File: config.mk
export PLATFORM = sky130hd
export DESIGN_NAME = i2s_rx
export DESIGN_NICKNAME = d
export VERILOG_FILES = /design/src/rtl/i2s_rx.sv
export SDC_FILE = /design/constraint.sdc
export NUM_CORES = 1
export LEC_CHECK = 0
export ABC_AREA = 1
export ABC_CLOCK_PERIOD_IN_PS = 3600
export CAP_MARGIN = 15
export CELL_PAD_IN_SITES_DETAIL_PLACEMENT = 1
export CELL_PAD_IN_SITES_GLOBAL_PLACEMENT = 1
export CORE_MARGIN = 2
export CORE_UTILIZATION = 43
export DETAILED_ROUTE_END_ITERATION = 12
export PLACE_DENSITY = 0.87
export SYNTH_ARGS = -nofsm -noshare
export SYNTH_HDL_FRONTEND = slang
export SYNTH_SLANG_ARGS = --single-unit
File: constraint.sdc
create_clock -name clkin -period 3.6 [get_ports clkin]
set_clock_uncertainty 0.1 [all_clocks]
set_input_delay 0.72 -clock clkin [delete_from_list [all_inputs] [get_ports clkin]]
set_output_delay 0.72 -clock clkin [all_outputs]
set_load 0.01 [all_outputs]
File: src/rtl/i2s_rx.sv
// rtl/i2s_rx.sv - I2S slave receiver: synchronizes SCK/LRCK/SD, deserializes {left,right} frames, valid/ready output.
// Optional I2S_RX_ERR_CNT_EN adds err_count/err_clr.
module i2s_rx #(
    parameter int CH_BITS    = 16,
    parameter int DATA_DELAY = 0
) (
    input  logic                 clkin,
    input  logic                 rst_n,
    input  logic                 sck,
    input  logic                 lrck,
    input  logic                 sd,
    output logic [2*CH_BITS-1:0] sample,
    output logic                 sample_valid,
    input  logic                 sample_ready,
    output logic                 overrun,
    output logic                 frame_err,
    output logic                 locked
`ifdef I2S_RX_ERR_CNT_EN
    ,
    output logic [15:0]          err_count,
    input  logic                 err_clr
`endif
);

    localparam int CW = $clog2(2*CH_BITS) + 1;
    localparam int SW = $clog2(DATA_DELAY + 1) + 1;
    localparam logic [CW-1:0] CNT_CH    = CW'(CH_BITS);
    localparam logic [CW-1:0] CNT_MAX   = CW'(2*CH_BITS);
    localparam logic [SW-1:0] SKIP_INIT = SW'(DATA_DELAY);

    typedef enum logic [1:0] {SYNC, LEFT, RIGHT} state_t;

    state_t               state;
    logic [2:0]           sck_q;
    logic [2:0]           lrck_q;
    logic [1:0]           sd_q;
    logic [CW-1:0]        bit_cnt;
    logic [SW-1:0]        skip_cnt;
    logic [CH_BITS-1:0]   left_sr;
    logic [CH_BITS-1:0]   right_sr;

    logic                 sck_rise;
    logic                 lrck_rise;
    logic                 lrck_fall;
    logic                 sd_bit;
    logic                 ch_end;
    logic                 chan_edge;
    logic                 in_right;
    logic                 active;
    logic                 bad_end;
    logic                 publish;
    logic                 ovr_now;
    logic [CW-1:0]        cnt_base;
    logic [SW-1:0]        skip_base;

    // Pins are asynchronous; sd shares the sck/lrck pipeline depth so bits stay aligned to strobes.
    always_ff @(posedge clkin) begin
        sck_q  <= {sck_q[1:0], sck};
        lrck_q <= {lrck_q[1:0], lrck};
        sd_q   <= {sd_q[0], sd};
    end

    always_comb begin
        sck_rise  = sck_q[1] & ~sck_q[2];
        lrck_rise = lrck_q[1] & ~lrck_q[2];
        lrck_fall = ~lrck_q[1] & lrck_q[2];
        sd_bit    = sd_q[1];
        ch_end    = ((state == LEFT) && lrck_rise) || ((state == RIGHT) && lrck_fall);
        chan_edge = ch_end || ((state == SYNC) && lrck_fall);
        in_right  = ((state == LEFT) && lrck_rise) || ((state == RIGHT) && !lrck_fall);
        active    = (state != SYNC) || lrck_fall;
        bad_end   = ch_end && (bit_cnt != CNT_CH);
        publish   = (state == RIGHT) && lrck_fall;
        ovr_now   = publish && sample_valid && !sample_ready;
        // A coincident SCK rise is counted against the channel the LRCK edge starts.
        cnt_base  = chan_edge ? '0 : bit_cnt;
        skip_base = chan_edge ? SKIP_INIT : skip_cnt;
    end

`ifdef I2S_RX_ERR_CNT_EN
    logic [1:0]  err_inc;
    logic [16:0] err_sum;
    always_comb begin
        err_inc = {1'b0, bad_end} + {1'b0, ovr_now};
        err_sum = {1'b0, err_count} + {15'b0, err_inc};
    end
`endif

    always_ff @(posedge clkin) begin
        if (!rst_n) begin
            state        <= SYNC;
            bit_cnt      <= '0;
            skip_cnt     <= '0;
            left_sr      <= '0;
            right_sr     <= '0;
            sample       <= '0;
            sample_valid <= 1'b0;
            overrun      <= 1'b0;
            frame_err    <= 1'b0;
            locked       <= 1'b0;
`ifdef I2S_RX_ERR_CNT_EN
            err_count    <= '0;
`endif
        end else begin
            case (state)
                SYNC:    if (lrck_fall) state <= LEFT;
                LEFT:    if (lrck_rise) state <= RIGHT;
                RIGHT:   if (lrck_fall) state <= LEFT;
                default: state <= SYNC;
            endcase

            if (chan_edge) begin
                bit_cnt  <= '0;
                skip_cnt <= SKIP_INIT;
            end

            if (sck_rise && active) begin
                if (skip_base != '0) begin
                    skip_cnt <= skip_base - 1'b1;
                end else begin
                    if (cnt_base < CNT_CH) begin
                        if (in_right)
                            right_sr <= {right_sr[CH_BITS-2:0], sd_bit};
                        else
                            left_sr  <= {left_sr[CH_BITS-2:0], sd_bit};
                    end
                    if (cnt_base < CNT_MAX)
                        bit_cnt <= cnt_base + 1'b1;
                    else
                        bit_cnt <= cnt_base;
                end
            end

            if (bad_end)
                frame_err <= 1'b1;

            if (publish) begin
                sample       <= {left_sr, right_sr};
                sample_valid <= 1'b1;
                locked       <= 1'b1;
                if (ovr_now)
                    overrun <= 1'b1;
            end else if (sample_valid && sample_ready) begin
                sample_valid <= 1'b0;
            end

`ifdef I2S_RX_ERR_CNT_EN
            if (err_clr) begin
                err_count <= '0;
                overrun   <= 1'b0;
                frame_err <= 1'b0;
            end else if (err_sum[16]) begin
                err_count <= 16'hFFFF;
            end else begin
                err_count <= err_sum[15:0];
            end
`endif
        end
    end

endmodule

==> PnR_summary.wiki <==
{| class="wikitable"
! Metric !! Value
|-
| Status || finished clean
|-
| Most instantiated flip-flop cell in the synthesis netlist || dfxtp_1
|-
| Number of buffers between clock root and the deepest sink || 2
|-
| Setup repair after global routing missed its margin || no
|-
| Number of nets at the end of the flow || 462
|-
| Hold-fix buffers, CTS || 0
|-
| Startpoint class of the critical path || flip-flop
|-
| Detailed-route vias per instance || 5.02
|-
| Largest net degree at the start of global routing || 44
|-
| Library cell appearing most often on the critical path || nand3_2
|-
| P&R area growth vs syn || 18.5%
|-
| F_max || 464 MHz
|-
| Initial antenna violation count || 0
|-
| Register bit count reported by yosys || 85
|-
| Placeable core area || 7290 um^2
|-
| Syn Inst Count || 423
|-
| Latest clock arrival within the worst-skew pair || 0.35 ns
|-
| Area share of the leading cell type in the synthesized netlist || 0.520
|-
| Area post-placement || 3700 um^2
|-
| Crit-path leading delay family || simple AND/OR/NAND/NOR gates
|-
| Maximum net fanout on the critical path || 33
|-
| DRC Markers || 0
|-
| Share of layout cells above drive strength 1 || 0.0826
|-
| Clk sink count || 85
|-
| Max-capacitance violation count || 0
|-
| Post-CTS clock slew at the launch and capture registers of the worst setup and hold paths || 0.08 ns
|-
| WP data required || 3.75 ns
|-
| All-layer global routing usage || 0.205
|-
| Post-synth ARST share || 0
|-
| Nets in the synthesized netlist || 429
|-
| Number of cells upsized or downsized after cts || 0
|-
| Final std cells w/o fill || 559
|-
| HPWL after detailed placement || 5.24 mm
|-
| Worst Setup End Kind || flip-flop
|-
| Cell at the slowest stage of the critical path || nor2_4
|-
| Worst setup slack after placement || 1.48 ns
|-
| Number of port buffers || 41
|-
| Vertical die dimension || 91.2 um
|-
| Unique masters post-synth || 28
|-
| Cell area after technology mapping || 3270 um^2
|-
| Cell-by-cell listing of the critical path || nand3_2, nand3_2, nand2_2, nor2_4, nand3_1, nand2_1, nor2_1
|-
| Top cells by area, synth || dfxtp_1 52%, nor2_1 10%, nand2_1 5.9%
|-
| Initial cell density of the core || 0.449
|-
| Slew Limit Headroom || 0.489
|-
| Number of primary I/O pins || 42
|-
| Cell types with the highest counts after synthesis || 87 x nor2_1, 85 x dfxtp_1, 51 x nand2_1, 43 x inv_1
|-
| Post-layout minimum cycle time || 2.16 ns
|-
| Cell leakage power || 1.49 nW
|-
| Setup TNS || 0 ns
|-
| Average footprint of a synthesized cell || 7.73 um^2
|-
| Non-Filler Cell Area, Final || 3880 um^2
|-
| RePlAce Congestion || 0.838
|-
| Clock tree from TritonCTS || done
|-
| Highest cell delay on the worst timing path || 0.60 ns
|-
| Total grt overflow || 0
|-
| Number of flops mapped to enable cells by yosys || 0
|-
| Clk Tree Root Cell || clkbuf_8
|-
| Residual antenna-violating net count after detailed routing || 0
|-
| Number of buffers created by CTS || 9
|-
| Power density cells || 447 nW/um^2
|-
| 1st-iter DRT viols || 85
|-
| IR drop worst, VDD || 249 uV
|-
| Antenna cells || 0
|-
| Number of pins with negative max-slew slack in the final report || 0
|-
| Final cycle utilization of the critical path || 0.599
|-
| Final Hold Slack || 0.232 ns
|-
| Cell with the most instances after synthesis || nor2_1
|-
| Worst endpoint data arrival time || 2.30 ns
|-
| Count of final hold-check violations || 0
|-
| Routed wire length || 8.00 mm
|-
| Cell count after placement || 544
|-
| Reg-to-reg slack, setup || 1.44 ns
|-
| Detailed-route via count || 2804
|-
| Via count of the first global-routing pass || 2960
|-
| Yosys warning total || 0
|-
| Standard-cell row count || 31
|-
| Total setup violations reported at the end of the flow || 0
|-
| Largest area contributor in the netlist || dfxtp_1
|-
| Post-layout worst setup margin || 1.44 ns
|-
| Part of the Yosys area used for sequential elements || 0.520
|-
| Number of search-and-repair iterations in the first detailed-routing pass || 4
|-
| Global-route wire length before repair || 13.7 mm
|-
| Category of the most critical setup path || flip-flop to flip-flop
|-
| Routed len/inst || 14.3 um
|-
| Fraction of the core area covered by cells at the end of the flow || 0.532
|-
| Number of buffers and inverters on the critical path || 0
|-
| Maximum level of the CTS H-tree || 3
|-
| Hold/Removal Path Class || flip-flop to flip-flop
|-
| Horiz. Die Dim || 91.2 um
|-
| Die outline area || 8320 um^2
|-
| Setup repair bufs after CTS || 0
|-
| Total power of the final layout || 1.73 mW
|-
| Tightest Pin Transition || 0.764 ns
|}
[cell families (layout without fill, tap and decap cells)]
group,Yosys count,in the layout,share of synthesized area
AND/OR/NAND/NOR,193,193,0.263
AO/OA/AOI/OAI,75,75,0.120
flip-flops,85,85,0.520
buffers and inverters,70,107,0.0964
[worst reg2reg max path, stage by stage (launching register included)]
cell and delay, ns:
dfxtp_1 0.43, nand3_2 0.23, nand3_2 0.19, nand2_2 0.11, nor2_4 0.60, nand3_1 0.23
nand2_1 0.13, nor2_1 0.04
[state kept, by name (all words and copies together) (netlist names), 2 cells and up]
register / flops
left_sr: 16
sample: 32
sck_q: 3
lrck_q: 3
bit_cnt: 6
sd_q: 2
state: 2
right_sr: 16
[per-layer routing]
| layer | vias to the layer above | global-route usage | share of wire |
|---|---|---|---|
| met5 | - | 0 | 0 |
| met4 | 0 | 0.0947 | 0.023 |
| met3 | 13 | 0.0299 | 0.024 |
| met1 | 1352 | 0.250 | 0.45 |
| li1 | 1402 | - | - |
| met2 | 37 | 0.354 | 0.51 |
[path summary, 6_finish.rpt]
path | from | to | depth (start not counted)
max reg2reg | lrck_q[2] | left_sr[0] | 7
max | lrck_q[2] | left_sr[0] | 7
min | lrck_q[0] | lrck_q[1] | 0
min reg2reg | lrck_q[0] | lrck_q[1] | 0
[layout by cell type, fill, tap and decap left out, drive strengths merged]
master,synthesis,final
nor3,2,2
nor3b,1,1
clkinvlp,0,1
a21oi,38,38
nand2,54,54
o21ai,34,34
clkbuf,7,10
clkdlybuf4s50,0,40
nor2,92,92
o21a,1,1
bufinv,0,1
buf,15,4
a21boi,1,1
nand3b,1,1
clkinv,0,3
nand4,1,1
inv,48,48
dfxtp,85,85
nand3,42,42
o22ai,1,1
[report_power, final]
part	total, mW	switching (mW)	internal (mW)	leakage [nW]
Sequential	0.971	0.0113	0.960	0.690
Combinational	0.109	0.0720	0.0368	0.706
Clock	0.652	0.338	0.314	0.0919
[layout make-up]
type | instances | area (um^2)
inverters | 48 | 180
well taps | 99 | 124
fillers | 931 | 3420
multi-input cells | 268 | 1260
clock inverters | 5 | 52.6
flip-flops and latches | 85 | 1700
repair buffers | 44 | 428
clock buffers | 10 | 128
No activity file was read; power rests on OpenSTA's default activity.
